File: config.mk
export PLATFORM = sky130hd
export DESIGN_NAME = simon_sequencer
export DESIGN_NICKNAME = d
export VERILOG_FILES = /design/src/rtl/simon_sequencer.sv
export SDC_FILE = /design/constraint.sdc
export NUM_CORES = 1
export LEC_CHECK = 0
export ABC_CLOCK_PERIOD_IN_PS = 6650
export CORE_ASPECT_RATIO = 1.2
export CORE_MARGIN = 10
export CORE_UTILIZATION = 34
export CTS_CLUSTER_DIAMETER = 200
export DETAILED_ROUTE_END_ITERATION = 7
export GPL_TIMING_DRIVEN = 0
export SYNTH_ARGS = -nofsm -noshare
export SYNTH_HDL_FRONTEND = slang
export SYNTH_SLANG_ARGS = --single-unit
File: constraint.sdc
create_clock -name CLK -period 6.65 [get_ports CLK]
set_clock_uncertainty 0.2 [all_clocks]
set_input_delay 0.665 -clock CLK [delete_from_list [all_inputs] [get_ports CLK]]
set_output_delay 0.665 -clock CLK [all_outputs]
set_load 0.03 [all_outputs]
File: src/rtl/simon_sequencer.sv
// ---------------------------------------------------------------------------
// simon_sequencer : Simon-style game sequencer (grow / replay / check).
// Optional input timeout: define SIMON_TIMEOUT_EN.            Rev 1.0
// ---------------------------------------------------------------------------
`default_nettype none

module simon_sequencer #(
  parameter int SYM_W          = 2,
  parameter int DEPTH          = 32,
  parameter int TIMEOUT_PULSES = 8,
  localparam int CNT_W         = $clog2(DEPTH + 1)
) (
  input  logic             CLK,
  input  logic             RST_N,
  input  logic             START,
  input  logic [SYM_W-1:0] RAND,
  input  logic             TIMER_PULSE,
  input  logic [SYM_W-1:0] IN,
  input  logic             IN_VALID,
  output logic [SYM_W-1:0] OUT,
  output logic             OUT_VALID,
  output logic             INPUT_READY,
  output logic [CNT_W-1:0] SCORE,
  output logic [CNT_W-1:0] HIGH_SCORE,
  output logic             WIN,
  output logic             LOSE,
  output logic             HS
);

  localparam int ADDR_W = (DEPTH > 1) ? $clog2(DEPTH) : 1;

  typedef enum logic [2:0] {
    S_IDLE     = 3'd0,
    S_ADD      = 3'd1,
    S_SHOW_ON  = 3'd2,
    S_SHOW_OFF = 3'd3,
    S_INPUT    = 3'd4,
    S_DONE     = 3'd5
  } state_t;

  state_t           state_q, state_d;
  logic [CNT_W-1:0] len_q, len_d;
  logic [CNT_W-1:0] idx_q, idx_d;
  logic [CNT_W-1:0] score_q, score_d;
  logic [CNT_W-1:0] high_score_q, high_score_d;
  logic             win_q, win_d;
  logic             hs_q, hs_d;
  logic             mem_we;
  logic [SYM_W-1:0] mem_q [DEPTH];
  logic [SYM_W-1:0] cur_sym;
  logic             at_last;

  assign cur_sym = mem_q[idx_q[ADDR_W-1:0]];
  assign at_last = (idx_q == len_q - CNT_W'(1));

`ifdef SIMON_TIMEOUT_EN
  localparam int TO_W = $clog2(TIMEOUT_PULSES + 1);
  logic [TO_W-1:0] tcnt_q, tcnt_d;
`else
  logic unused_timeout_cfg;
  assign unused_timeout_cfg = (TIMEOUT_PULSES > 0);
`endif

  always_comb begin
    state_d      = state_q;
    len_d        = len_q;
    idx_d        = idx_q;
    score_d      = score_q;
    high_score_d = high_score_q;
    win_d        = win_q;
    hs_d         = 1'b0;
    mem_we       = 1'b0;
`ifdef SIMON_TIMEOUT_EN
    // Counter only runs while waiting for the player; cleared everywhere else.
    tcnt_d       = (state_q == S_INPUT) ? tcnt_q : '0;
`endif
    case (state_q)
      S_IDLE: begin
        idx_d = '0;
        len_d = '0;
        if (START) begin
          score_d = '0;
          state_d = S_ADD;
        end
      end
      S_ADD: begin
        mem_we  = 1'b1;
        len_d   = len_q + CNT_W'(1);
        idx_d   = '0;
        state_d = S_SHOW_ON;
      end
      S_SHOW_ON: begin
        if (TIMER_PULSE) state_d = S_SHOW_OFF;
      end
      S_SHOW_OFF: begin
        if (TIMER_PULSE) begin
          if (at_last) begin
            idx_d   = '0;
            state_d = S_INPUT;
          end else begin
            idx_d   = idx_q + CNT_W'(1);
            state_d = S_SHOW_ON;
          end
        end
      end
      S_INPUT: begin
        if (IN_VALID) begin
`ifdef SIMON_TIMEOUT_EN
          tcnt_d = '0;
`endif
          if (IN == cur_sym) begin
            if (at_last) begin
              score_d = len_q;
              if (len_q == CNT_W'(DEPTH)) begin
                win_d   = 1'b1;
                state_d = S_DONE;
              end else begin
                state_d = S_ADD;
              end
            end else begin
              idx_d = idx_q + CNT_W'(1);
            end
          end else begin
            win_d   = 1'b0;
            state_d = S_DONE;
          end
        end
`ifdef SIMON_TIMEOUT_EN
        else if (TIMER_PULSE) begin
          if (tcnt_q == TO_W'(TIMEOUT_PULSES - 1)) begin
            win_d   = 1'b0;
            state_d = S_DONE;
          end else begin
            tcnt_d = tcnt_q + TO_W'(1);
          end
        end
`endif
      end
      S_DONE: begin
        if (score_q > high_score_q) begin
          high_score_d = score_q;
          hs_d         = 1'b1;
        end
        state_d = S_IDLE;
      end
      default: state_d = S_IDLE;
    endcase
  end

  always_ff @(posedge CLK or negedge RST_N) begin
    if (!RST_N) begin
      state_q      <= S_IDLE;
      len_q        <= '0;
      idx_q        <= '0;
      score_q      <= '0;
      high_score_q <= '0;
      win_q        <= 1'b0;
      hs_q         <= 1'b0;
`ifdef SIMON_TIMEOUT_EN
      tcnt_q       <= '0;
`endif
    end else begin
      state_q      <= state_d;
      len_q        <= len_d;
      idx_q        <= idx_d;
      score_q      <= score_d;
      high_score_q <= high_score_d;
      win_q        <= win_d;
      hs_q         <= hs_d;
`ifdef SIMON_TIMEOUT_EN
      tcnt_q       <= tcnt_d;
`endif
    end
  end

  // Sequence storage is deliberately left unreset.
  always_ff @(posedge CLK) begin
    if (mem_we) mem_q[len_q[ADDR_W-1:0]] <= RAND;
  end

  assign OUT         = (state_q == S_SHOW_ON || state_q == S_SHOW_OFF) ? cur_sym : '0;
  assign OUT_VALID   = (state_q == S_SHOW_ON);
  assign INPUT_READY = (state_q == S_INPUT);
  assign SCORE       = score_q;
  assign HIGH_SCORE  = high_score_q;
  assign WIN         = (state_q == S_DONE) && win_q;
  assign LOSE        = (state_q == S_DONE) && !win_q;
  assign HS          = hs_q;

endmodule

`default_nettype wire

==> results.py, run 1 <==
metrics = {
    "sta": {
        "post-route-min-period_ps": 4020,
        "hold_viol_final": 0,
        "period_share": 0.604,
        "maxSlewViolCount": 0,
        "rsz0062_at_grt": "no",
        "fmax_ghz": 0.249,
        "worstMarginPinSlew_ps": 1110,
        "maxSlewHeadroom": 0.255,
        "setup-tns-final_ps": 0,
        "setup_viol": 0,
    },
    "outcome": {
        "status": "finished, final reports clean",
    },
    "die": {
        "die_w_um": 124,
        "row_count": 45,
        "design.die.area_sq_um": 17800,
        "start_util": 0.347,
        "core_area_sq_um": 12600,
        "die_height_um": 144,
        "top_level_ports": 28,
    },
    "routing": {
        "drc": 0,
        "finalWirelength_um": 9270,
        "viasPerCell": 5.09,
        "drtAntennaViolNets": 0,
        "vias": 2791,
        "first_iter_violations": 253,
        "wl_per_cell_um": 16.9,
        "dr.pass1.iters": 4,
    },
    "global_routing": {
        "antenna_found_initial": 0,
        "grt_first_pass_wirelength_um": 15100,
        "grt.total_usage": 0.110,
        "grt_overflow": 0,
        "grt_max_degree": 33,
        "grt_pass1_vias": 2888,
    },
    "clock_tree": {
        "root_buffer": "clkbuf_16",
        "cts_tree": "yes",
        "cts-resized-gates": 0,
        "numCtsBuffers": 9,
        "cts_setup_buffers": 0,
        "cts_num_sinks": 93,
        "htreeDepth": 3,
        "cts_hold_buf": 0,
        "clock_latency_ps": 340,
        "cts_buffer_depth": 2,
        "clk_pin_slew_ps": 70,
    },
    "cells_and_area": {
        "fin_area_sq_um": 5140,
        "areaGrowthSynthToFinish_pct": 17.6,
        "antenna_cells": 0,
        "fin_nets": 399,
        "drive_gt1_frac": 0.109,
        "nFillCells": 1204,
    },
    "synth": {
        "ys_ff_latch": 93,
        "synth_cells": 341,
        "yosysTopAreaCell": "edfxtp_1",
        "yosysUniqueCellTypes": 40,
        "synth_warnings": 0,
        "syn_area_sq_um": 4370,
        "ys_seq_area_frac": 0.606,
        "synth_top_area_frac": 0.440,
        "avgSynthCellArea_sq_um": 12.8,
        "synth_nets": 361,
        "synthTopCellsByArea": "edfxtp_1 44%, dfrtp_1 17%, mux4_2 10%, nor2_1 4.2%, ha_1 3.1%",
    },
    "place": {
        "gp_congestion": 0.835,
        "portBuffers": 27,
        "dp_hpwl_um": 6770,
        "placed_area_sq_um": 4840,
    },
    "critical_path": {
        "worst_setup_path_start_kind": "register",
        "cp.required_ps": 5780,
        "rr_endpoint": "SCORE[4]$_DFFE_PN0P_",
        "cp-end-kind": "output port",
        "crit_slowest_cell": "clkdlybuf4s50_1",
        "timing.critical_path.buf_inv": 2,
        "timing.rr.start": "idx_q[2]$_DFFE_PN0P_",
        "cp.arrival_ps": 3150,
        "cp-startpoint": "idx_q[2]$_DFFE_PN0P_",
        "crit_fanout": 10,
        "critical_path_class": "reg2out",
        "crit_chain": "clkbuf_1 > mux4_2 > mux4_2 > mux2i_1 > nor2_1 > clkdlybuf4s50_1",
        "critical-path-top-delay-family": "multiplexers",
        "r2r_slack_ps": 3310,
        "crit_top_cell": "mux4_2",
        "slowest_delay_ps": 610,
        "rr_worst_depth": 8,
    },
    "pwr": {
        "p_per_area_nw_per_um2": 307,
        "ir_drop_mv": 0.176,
        "p_leak_nw": 1.84,
    },
    "hold_path": {
        "min_path_type": "in2async",
    },
    "run": {
        "cap_violations": 0,
    },
}
==> where the power goes <==
group / total (W) / internal [W] / switching (W)
clock network: 0.000514 / 0.000295 / 0.000219
registers: 0.000652 / 0.000640 / 0.0000121
logic: 0.000414 / 0.000159 / 0.000255
total: 0.00158 / 0.00109 / 0.000486
==> layout make-up <==
| type | instances | area [sq um] | share of cell area |
|---|---|---|---|
| timing repair buffer | 27 | 265 | 0.0516 |
| inverter | 23 | 86.3 | 0.0168 |
| tap | 164 | 205 | 0.0399 |
| sequential | 93 | 2650 | 0.515 |
| multi-input combinational | 212 | 1570 | 0.306 |
| clock buffer | 10 | 229 | 0.0445 |
| buffer | 13 | 63.8 | 0.0124 |
| clock inverter | 6 | 68.8 | 0.0134 |
==> kinds of logic (layout without fill, tap and decap cells) <==
| group | count (synthesis) | count (layout) | share of synthesized area |
|---|---|---|---|
| and+or+nand+nor | 114 | 114 | 0.116 |
| DFF | 93 | 93 | 0.606 |
| AOI/OAI and AO/OA | 46 | 46 | 0.0638 |
| buffers and inverters | 36 | 79 | 0.0343 |
| muxes | 30 | 30 | 0.126 |
| adders and majority gates | 12 | 12 | 0.0338 |
| xor gates and xnor gates | 10 | 10 | 0.0200 |
==> stage by stage <==
stage	hold slack (ps)	worst slack, ps	instances	utilization	power, W
2_1_floorplan	169	3750	341	-	0.000957
3_3_place_gp	326	3000	532	0.384	0.00107
3_5_place_dp	329	2980	532	0.384	0.00108
4_1_cts	179	2590	548	0.408	0.00160
5_1_grt	205	2460	548	0.408	0.00166
6_report	152	2630	548	0.408	0.00158
==> registers in the layout (all words and copies together), names as in the netlist <==
name,count
idx_q,6
HIGH_SCORE,6
state_q,3
HS,1
SCORE,6
mem_q,64
win_q,1
len_q,6
==> worst register-to-register path, stage by stage, from the launching register on <==
cell and delay (ps):
dfrtp_1 390, clkbuf_1 510, mux4_2 440, mux4_2 500, mux2i_1 280, xor2_1 260
and2_2 260, nand4_4 190, mux2i_1 170
==> cells in the final DEF, fill, tap and decap left out, types with 6 or more instances in the layout <==
master / count
o21ai_1: 8
edfxtp_1: 64
clkdlybuf4s50_1: 26
mux2i_1: 9
dfrtp_1: 29
clkbuf_16: 9
ha_1: 11
o22ai_1: 7
nand3_1: 16
nand2_1: 30
mux4_2: 20
inv_1: 22
a21oi_1: 10
clkbuf_1: 12
nor2_1: 49
o21ai_0: 7
xor2_1: 6
==> cells in the mapped netlist <==
cell       count
edfxtp_1      64
nor2_1        49
nand2_1       30
dfrtp_1       29
inv_1         22
mux4_2        20
nand3_1       16
clkbuf_1      11
ha_1          11
a21oi_1       10
mux2i_1        9
o21ai_1        8
o21ai_0        7
o22ai_1        7
xor2_1         6
nor2b_1        4
nor3_1         4
xnor2_1        4
a211oi_1       3
a31oi_1        3
buf_6          2
nand2b_1       2
nand4_1        2
or3_1          2
a211o_1        1
a21boi_1       1
a21o_1         1
a311o_1        1
a41oi_1        1
and2_2         1
and3_1         1
inv_2          1
maj3_1         1
mux2_2         1
nand3b_1       1
nand4_4        1
o22a_1         1
o2bb2ai_1      1
o41ai_1        1
or2_2          1
==> how the worst max path moves through the flow <==
stage | to | cells past startpoint
4_1_cts | OUT[1] | 7
3_3_place_gp | OUT[1] | 7
5_1_grt | OUT[0] | 7
3_5_place_dp | OUT[1] | 7
6_report | OUT[1] | 6
2_1_floorplan | SCORE[2]$_DFFE_PN0P_ | 9
==> metal layers <==
| metal | GRT usage | wire [um] |
|---|---|---|
| met1 | 0.133 | 3940 |
| met2 | 0.188 | 4690 |
| met3 | 0.0230 | 495 |
| met4 | 0.0424 | 148 |
| met5 | 0 | 0 |
No activity file was read; power rests on OpenSTA's default activity.
==> inputs of run 2 (changes only) <==
--- a/config.mk
+++ b/config.mk
@@ -5,7 +5,7 @@
 export SDC_FILE = /design/constraint.sdc
 export NUM_CORES = 1
 export LEC_CHECK = 0
-export ABC_CLOCK_PERIOD_IN_PS = 6650
+export ABC_CLOCK_PERIOD_IN_PS = 3940
 export CORE_ASPECT_RATIO = 1.2
 export CORE_MARGIN = 10
 export CORE_UTILIZATION = 34
==> constraint.sdc (replaced) <==
create_clock -name CLK -period 3.94 [get_ports CLK]
set_clock_uncertainty 0.2 [all_clocks]
set_input_delay 0.394 -clock CLK [delete_from_list [all_inputs] [get_ports CLK]]
set_output_delay 0.394 -clock CLK [all_outputs]
set_load 0.03 [all_outputs]
==> run 2 against run 1 <==
Total power grew 69%. Worst hold slack gained 190 ps. Routed wire length grew 0.17%. Setup slack lost 2400 ps. Register-to-register slack lost 2700 ps. Via count grew 0.29%.
==> results.py, run 2 (synthesis results as in run 1) <==
metrics = {
    "cells_and_area": {
        "largest_reg_flops": 64,
        "layout_commonest_cell": "edfxtp_1",
        "fin_area_sq_um": 5150,
        "areaGrowthSynthToFinish_pct": 17.8,
        "fin_nets": 400,
        "drive_gt1_frac": 0.109,
        "nFillCells": 1203,
        "layout_common_cells": "64 x edfxtp_1, 49 x nor2_1, 30 x nand2_1",
        "stdcell_count": 549,
        "multi_input_comb_area_sq_um": 1570,
        "regArea_sq_um": 2650,
        "antenna_cells": 0,
    },
    "outcome": {
        "status": "finished, final reports clean",
    },
    "clock_tree": {
        "cts_setup_buffers": 0,
        "cts_buffer_depth": 2,
        "cts-resized-gates": 0,
        "root_buffer": "clkbuf_16",
        "cts_num_sinks": 93,
        "numCtsBuffers": 9,
        "htreeDepth": 3,
        "clk_pin_slew_ps": 70,
        "cts_tree": "yes",
        "clock_latency_ps": 340,
    },
    "pwr": {
        "power_frac_comb": 0.262,
        "ir_drop_mv": 0.299,
        "p_leak_nw": 1.84,
        "pwr-share-clk": 0.326,
        "switching_share": 0.309,
        "pwr-share-seq": 0.412,
        "intPower_w": 0.00185,
        "p_sw_w": 0.000826,
        "p_per_area_nw_per_um2": 519,
    },
    "hold_path": {
        "holdPathStages": 1,
        "hold_path_end": "HIGH_SCORE[0]$_DFFE_PN0P_",
        "min_path_type": "reg2reg",
        "hold_start": "HIGH_SCORE[0]$_DFFE_PN0P_",
    },
    "critical_path": {
        "r2r_slack_ps": 600,
        "cp.arrival_ps": 3160,
        "critical_path_class": "reg2out",
        "cp-end-kind": "output port",
        "cp.required_ps": 3350,
        "worst_setup_path_start_kind": "register",
        "rr_endpoint": "SCORE[4]$_DFFE_PN0P_",
        "rr_worst_depth": 8,
        "timing.rr.start": "idx_q[2]$_DFFE_PN0P_",
        "crit_fanout": 10,
    },
    "place": {
        "placedCellCount": 532,
        "dp_hpwl_um": 6770,
        "placed_area_sq_um": 4840,
        "portBuffers": 27,
        "gp_congestion": 0.835,
    },
    "die": {
        "die_height_um": 144,
        "start_util": 0.347,
        "die_w_um": 124,
        "core_area_sq_um": 12600,
        "top_level_ports": 28,
        "row_count": 45,
        "design.die.area_sq_um": 17800,
    },
    "routing": {
        "drtAntennaViolNets": 0,
        "first_iter_violations": 243,
        "drc": 0,
        "viasPerCell": 5.10,
        "dr.pass1.iters": 4,
        "wl_per_cell_um": 16.9,
        "finalWirelength_um": 9290,
        "vias": 2799,
    },
    "sta": {
        "fmax_ghz": 0.266,
        "post-route-min-period_ps": 3750,
        "setup-tns-final_ps": 0,
        "hold_viol_final": 0,
        "period_share": 0.952,
        "rsz0062_at_grt": "no",
        "setup_viol": 0,
        "maxSlewHeadroom": 0.277,
        "worstMarginPinSlew_ps": 1080,
        "maxSlewViolCount": 0,
    },
    "global_routing": {
        "grt_first_pass_wirelength_um": 15100,
        "grt.total_usage": 0.110,
        "antenna_found_initial": 0,
        "grt_max_degree": 33,
        "grt_overflow": 0,
        "grt_pass1_vias": 2891,
    },
    "run": {
        "cap_violations": 0,
    },
}
## run 2: cell types whose count changed in the layout (fill, tap and decap cells not counted), sizes merged
cell / before / now
dlygate4sd3: 0 / 1
## run 2: cell type report
cell class / count / area share
Buffer: 13 / 0.0124
Inverter: 23 / 0.0168
Tap cell: 164 / 0.0398
Clock inverter: 6 / 0.0134
Clock buffer: 10 / 0.0445
Multi-Input combinational cell: 212 / 0.306
Timing Repair Buffer: 28 / 0.0534
Sequential cell: 93 / 0.514
## run 2: power by group through the flow
stage	Combinational, W	Clock [W]	Sequential (W)
2_1_floorplan	0.000501	0	0.00111
3_3_place_gp	0.000694	0	0.00112
3_5_place_dp	0.000702	0	0.00112
4_1_cts	0.000707	0.000892	0.00110
5_1_grt	0.000767	0.000934	0.00110
6_report	0.000700	0.000872	0.00110
## run 2: per-stage QoR
stage	setup WS [ps]	total power, W	util	hold WS (ps)
floorplan	1040	0.00162	-	-102
global placement	562	0.00181	0.384	326
detailed placement	537	0.00182	0.384	276
CTS	150	0.00270	0.408	343
global route	25.0	0.00281	0.408	354
finish	187	0.00267	0.408	338
## run 2: layer usage
layer  track usage  vias up  part of all wire  wire [um]
met5             0        -                 0          0
met4        0.0424        0             0.016        148
met3        0.0230       12             0.048        446
met2         0.188       58              0.51       4730
met1         0.133     1399              0.43       3960
li1              -     1330                 -          -
## run 2: worst max-delay path by stage
stage,from,to,slack [ps],depth (start not counted)
2_1_floorplan,idx_q[1]$_DFFE_PN0P_,SCORE[2]$_DFFE_PN0P_,1040,9
3_3_place_gp,idx_q[1]$_DFFE_PN0P_,OUT[1],560,7
3_5_place_dp,idx_q[1]$_DFFE_PN0P_,OUT[1],540,7
4_1_cts,idx_q[1]$_DFFE_PN0P_,OUT[1],150,7
5_1_grt,idx_q[1]$_DFFE_PN0P_,OUT[0],30,7
6_report,idx_q[2]$_DFFE_PN0P_,OUT[0],190,6
## run 2: critical path, cell delays in order (launching register included)
cell and delay, ps:
dfrtp_1 390, clkbuf_1 520, mux4_2 430, mux4_2 490, mux2i_1 280, nor2_1 80, clkdlybuf4s50_1 610
## run 2: what timing repair did
action | CTS | global route
hold endpoints to repair | 29 | 0
hold buffers | 1 | 0
endpoints found under the setup margin | 0 | 0
==> inputs of run 3 (changes only) <==
--- a/config.mk
+++ b/config.mk
@@ -5,13 +5,13 @@
 export SDC_FILE = /design/constraint.sdc
 export NUM_CORES = 1
 export LEC_CHECK = 0
-export ABC_CLOCK_PERIOD_IN_PS = 3940
+export ABC_CLOCK_PERIOD_IN_PS = 3800
 export CORE_ASPECT_RATIO = 1.2
 export CORE_MARGIN = 10
 export CORE_UTILIZATION = 34
 export CTS_CLUSTER_DIAMETER = 200
 export DETAILED_ROUTE_END_ITERATION = 7
-export GPL_TIMING_DRIVEN = 0
 export SYNTH_ARGS = -nofsm -noshare
 export SYNTH_HDL_FRONTEND = slang
 export SYNTH_SLANG_ARGS = --single-unit
+export TNS_END_PERCENT = 100
==> constraint.sdc (replaced) <==
create_clock -name CLK -period 3.8 [get_ports CLK]
set_clock_uncertainty 0.2 [all_clocks]
set_input_delay 0.38 -clock CLK [delete_from_list [all_inputs] [get_ports CLK]]
set_output_delay 0.38 -clock CLK [all_outputs]
set_load 0.03 [all_outputs]
==> run 3 against run 2 <==
Clock power is 6.0% higher. Flip-flop and latch count stayed put. Highest routed layer unchanged. Largest power group unchanged. Critical endpoint is now OUT[1]. Clock-buffer cell count is the same. Non-clock buffer count decreased by 11. Critical path depth stayed put.
==> results.py, run 3 (synthesis results as in run 1) <==
metrics = {
    "routing": {
        "finalWirelength_um": 9490,
        "vias": 2798,
        "drc": 0,
        "wl_per_cell_um": 17.6,
        "dr.pass1.iters": 4,
        "first_iter_violations": 294,
        "viasPerCell": 5.20,
        "drtAntennaViolNets": 0,
    },
    "pwr": {
        "p_per_area_nw_per_um2": 539,
        "p_leak_nw": 1.83,
        "ir_drop_mv": 0.316,
    },
    "die": {
        "die_w_um": 124,
        "start_util": 0.347,
        "design.die.area_sq_um": 17800,
        "die_height_um": 144,
        "top_level_ports": 28,
        "row_count": 45,
        "core_area_sq_um": 12600,
    },
    "place": {
        "dp_slack_ps": 467,
        "gp_congestion": 0.842,
        "dp_hpwl_um": 6860,
        "portBuffers": 27,
    },
    "sta": {
        "rsz0062_at_grt": "no",
        "setup_viol": 0,
        "fin_ws_ps": 188,
        "maxSlewViolCount": 0,
        "hold_viol_final": 0,
        "period_share": 0.950,
        "maxSlewHeadroom": 0.246,
        "post-route-min-period_ps": 3610,
        "worstMarginPinSlew_ps": 1130,
        "setup-tns-final_ps": 0,
        "fmax_ghz": 0.277,
    },
    "cells_and_area": {
        "areaGrowthSynthToFinish_pct": 17.0,
        "layout_commonest_cell": "edfxtp_1",
        "largest_reg_flops": 64,
        "layout_common_cells": "64 x edfxtp_1, 49 x nor2_1, 30 x nand2_1",
        "drive_gt1_frac": 0.118,
        "fin_nets": 389,
        "antenna_cells": 0,
    },
    "critical_path": {
        "timing.rr.start": "idx_q[1]$_DFFE_PN0P_",
        "cp.required_ps": 3220,
        "critical_path_class": "reg2out",
        "cp-end-kind": "output port",
        "worst_setup_path_start_kind": "register",
        "cp.arrival_ps": 3030,
        "r2r_slack_ps": 600,
        "cp-startpoint": "idx_q[1]$_DFFE_PN0P_",
        "crit_fanout": 20,
    },
    "global_routing": {
        "grt_max_degree": 33,
        "grt.total_usage": 0.112,
        "grt_first_pass_wirelength_um": 15600,
        "grt_pass1_vias": 2886,
        "antenna_found_initial": 0,
        "grt_overflow": 0,
    },
    "clock_tree": {
        "clk_pin_slew_ps": 70,
        "htreeDepth": 3,
        "cts_buffer_depth": 2,
        "cts-resized-gates": 0,
        "cts_num_sinks": 93,
        "root_buffer": "clkbuf_16",
        "cts_setup_buffers": 0,
        "cts_tree": "yes",
        "cts_hold_buf": 0,
        "numCtsBuffers": 9,
        "clock_latency_ps": 340,
    },
    "run": {
        "cap_violations": 0,
    },
    "hold_path": {
        "min_path_type": "in2async",
    },
    "outcome": {
        "status": "finished, final reports clean",
    },
}
-- run 3: cell types whose count changed in the layout (fill, tap and decap cells not counted), moves of 2 or more --
cell      delta
buf_4        +3
inv_6        -2
clkbuf_1    -11
buf_6        -2
inv_8        +2
-- run 3: final cells by class --
class | instances | area (sq um)
clock inverter | 6 | 77.6
sequential | 93 | 2650
timing repair buffer | 30 | 293
fill | 1195 | 7500
clock buffer | 10 | 229
tap | 164 | 205
multi-input combinational | 212 | 1570
inverter | 23 | 86.3
-- run 3: final timing paths --
check | to | cells past startpoint
max | OUT[1] | 6
min | HS$_DFF_PN0_ | 2
max reg2reg | SCORE[3]$_DFFE_PN0P_ | 8
min reg2reg | win_q$_DFFE_PN0P_ | 2
max in group asynchronous | idx_q[2]$_DFFE_PN0P_ | 2
min in group CLK | win_q$_DFFE_PN0P_ | 2
-- run 3: layer usage --
metal | part of all wire | vias up | global-route usage
met5 | 0 | - | 0
met1 | 0.43 | 1430 | 0.135
met4 | 0.010 | 0 | 0.0374
met2 | 0.51 | 57 | 0.189
li1 | - | 1305 | -
met3 | 0.053 | 6 | 0.0304
-- run 3: power breakdown --
part	internal, W	switching [W]
Clock	0.000523	0.000400
Sequential	0.00112	0.0000928
Combinational	0.000259	0.000361
-- run 3: metrics by stage --
step	hold WS [ps]	util	total power, W	cell area (sq um)	std cells
finish	231	0.405	0.00276	5110	538
CTS	244	0.405	0.00277	5110	538
global placement	329	0.381	0.00184	4810	522
detailed placement	335	0.381	0.00186	4810	522
floorplan	-116	-	0.00168	4370	341
global route	280	0.405	0.00289	5110	538
-- run 3: worst max-delay path, stage by stage, from the launching register on --
cell and delay (ps):
dfrtp_1 330, buf_4 330, mux4_2 560, mux4_2 490, mux2i_1 300, nor2_1 80, clkdlybuf4s50_1 600
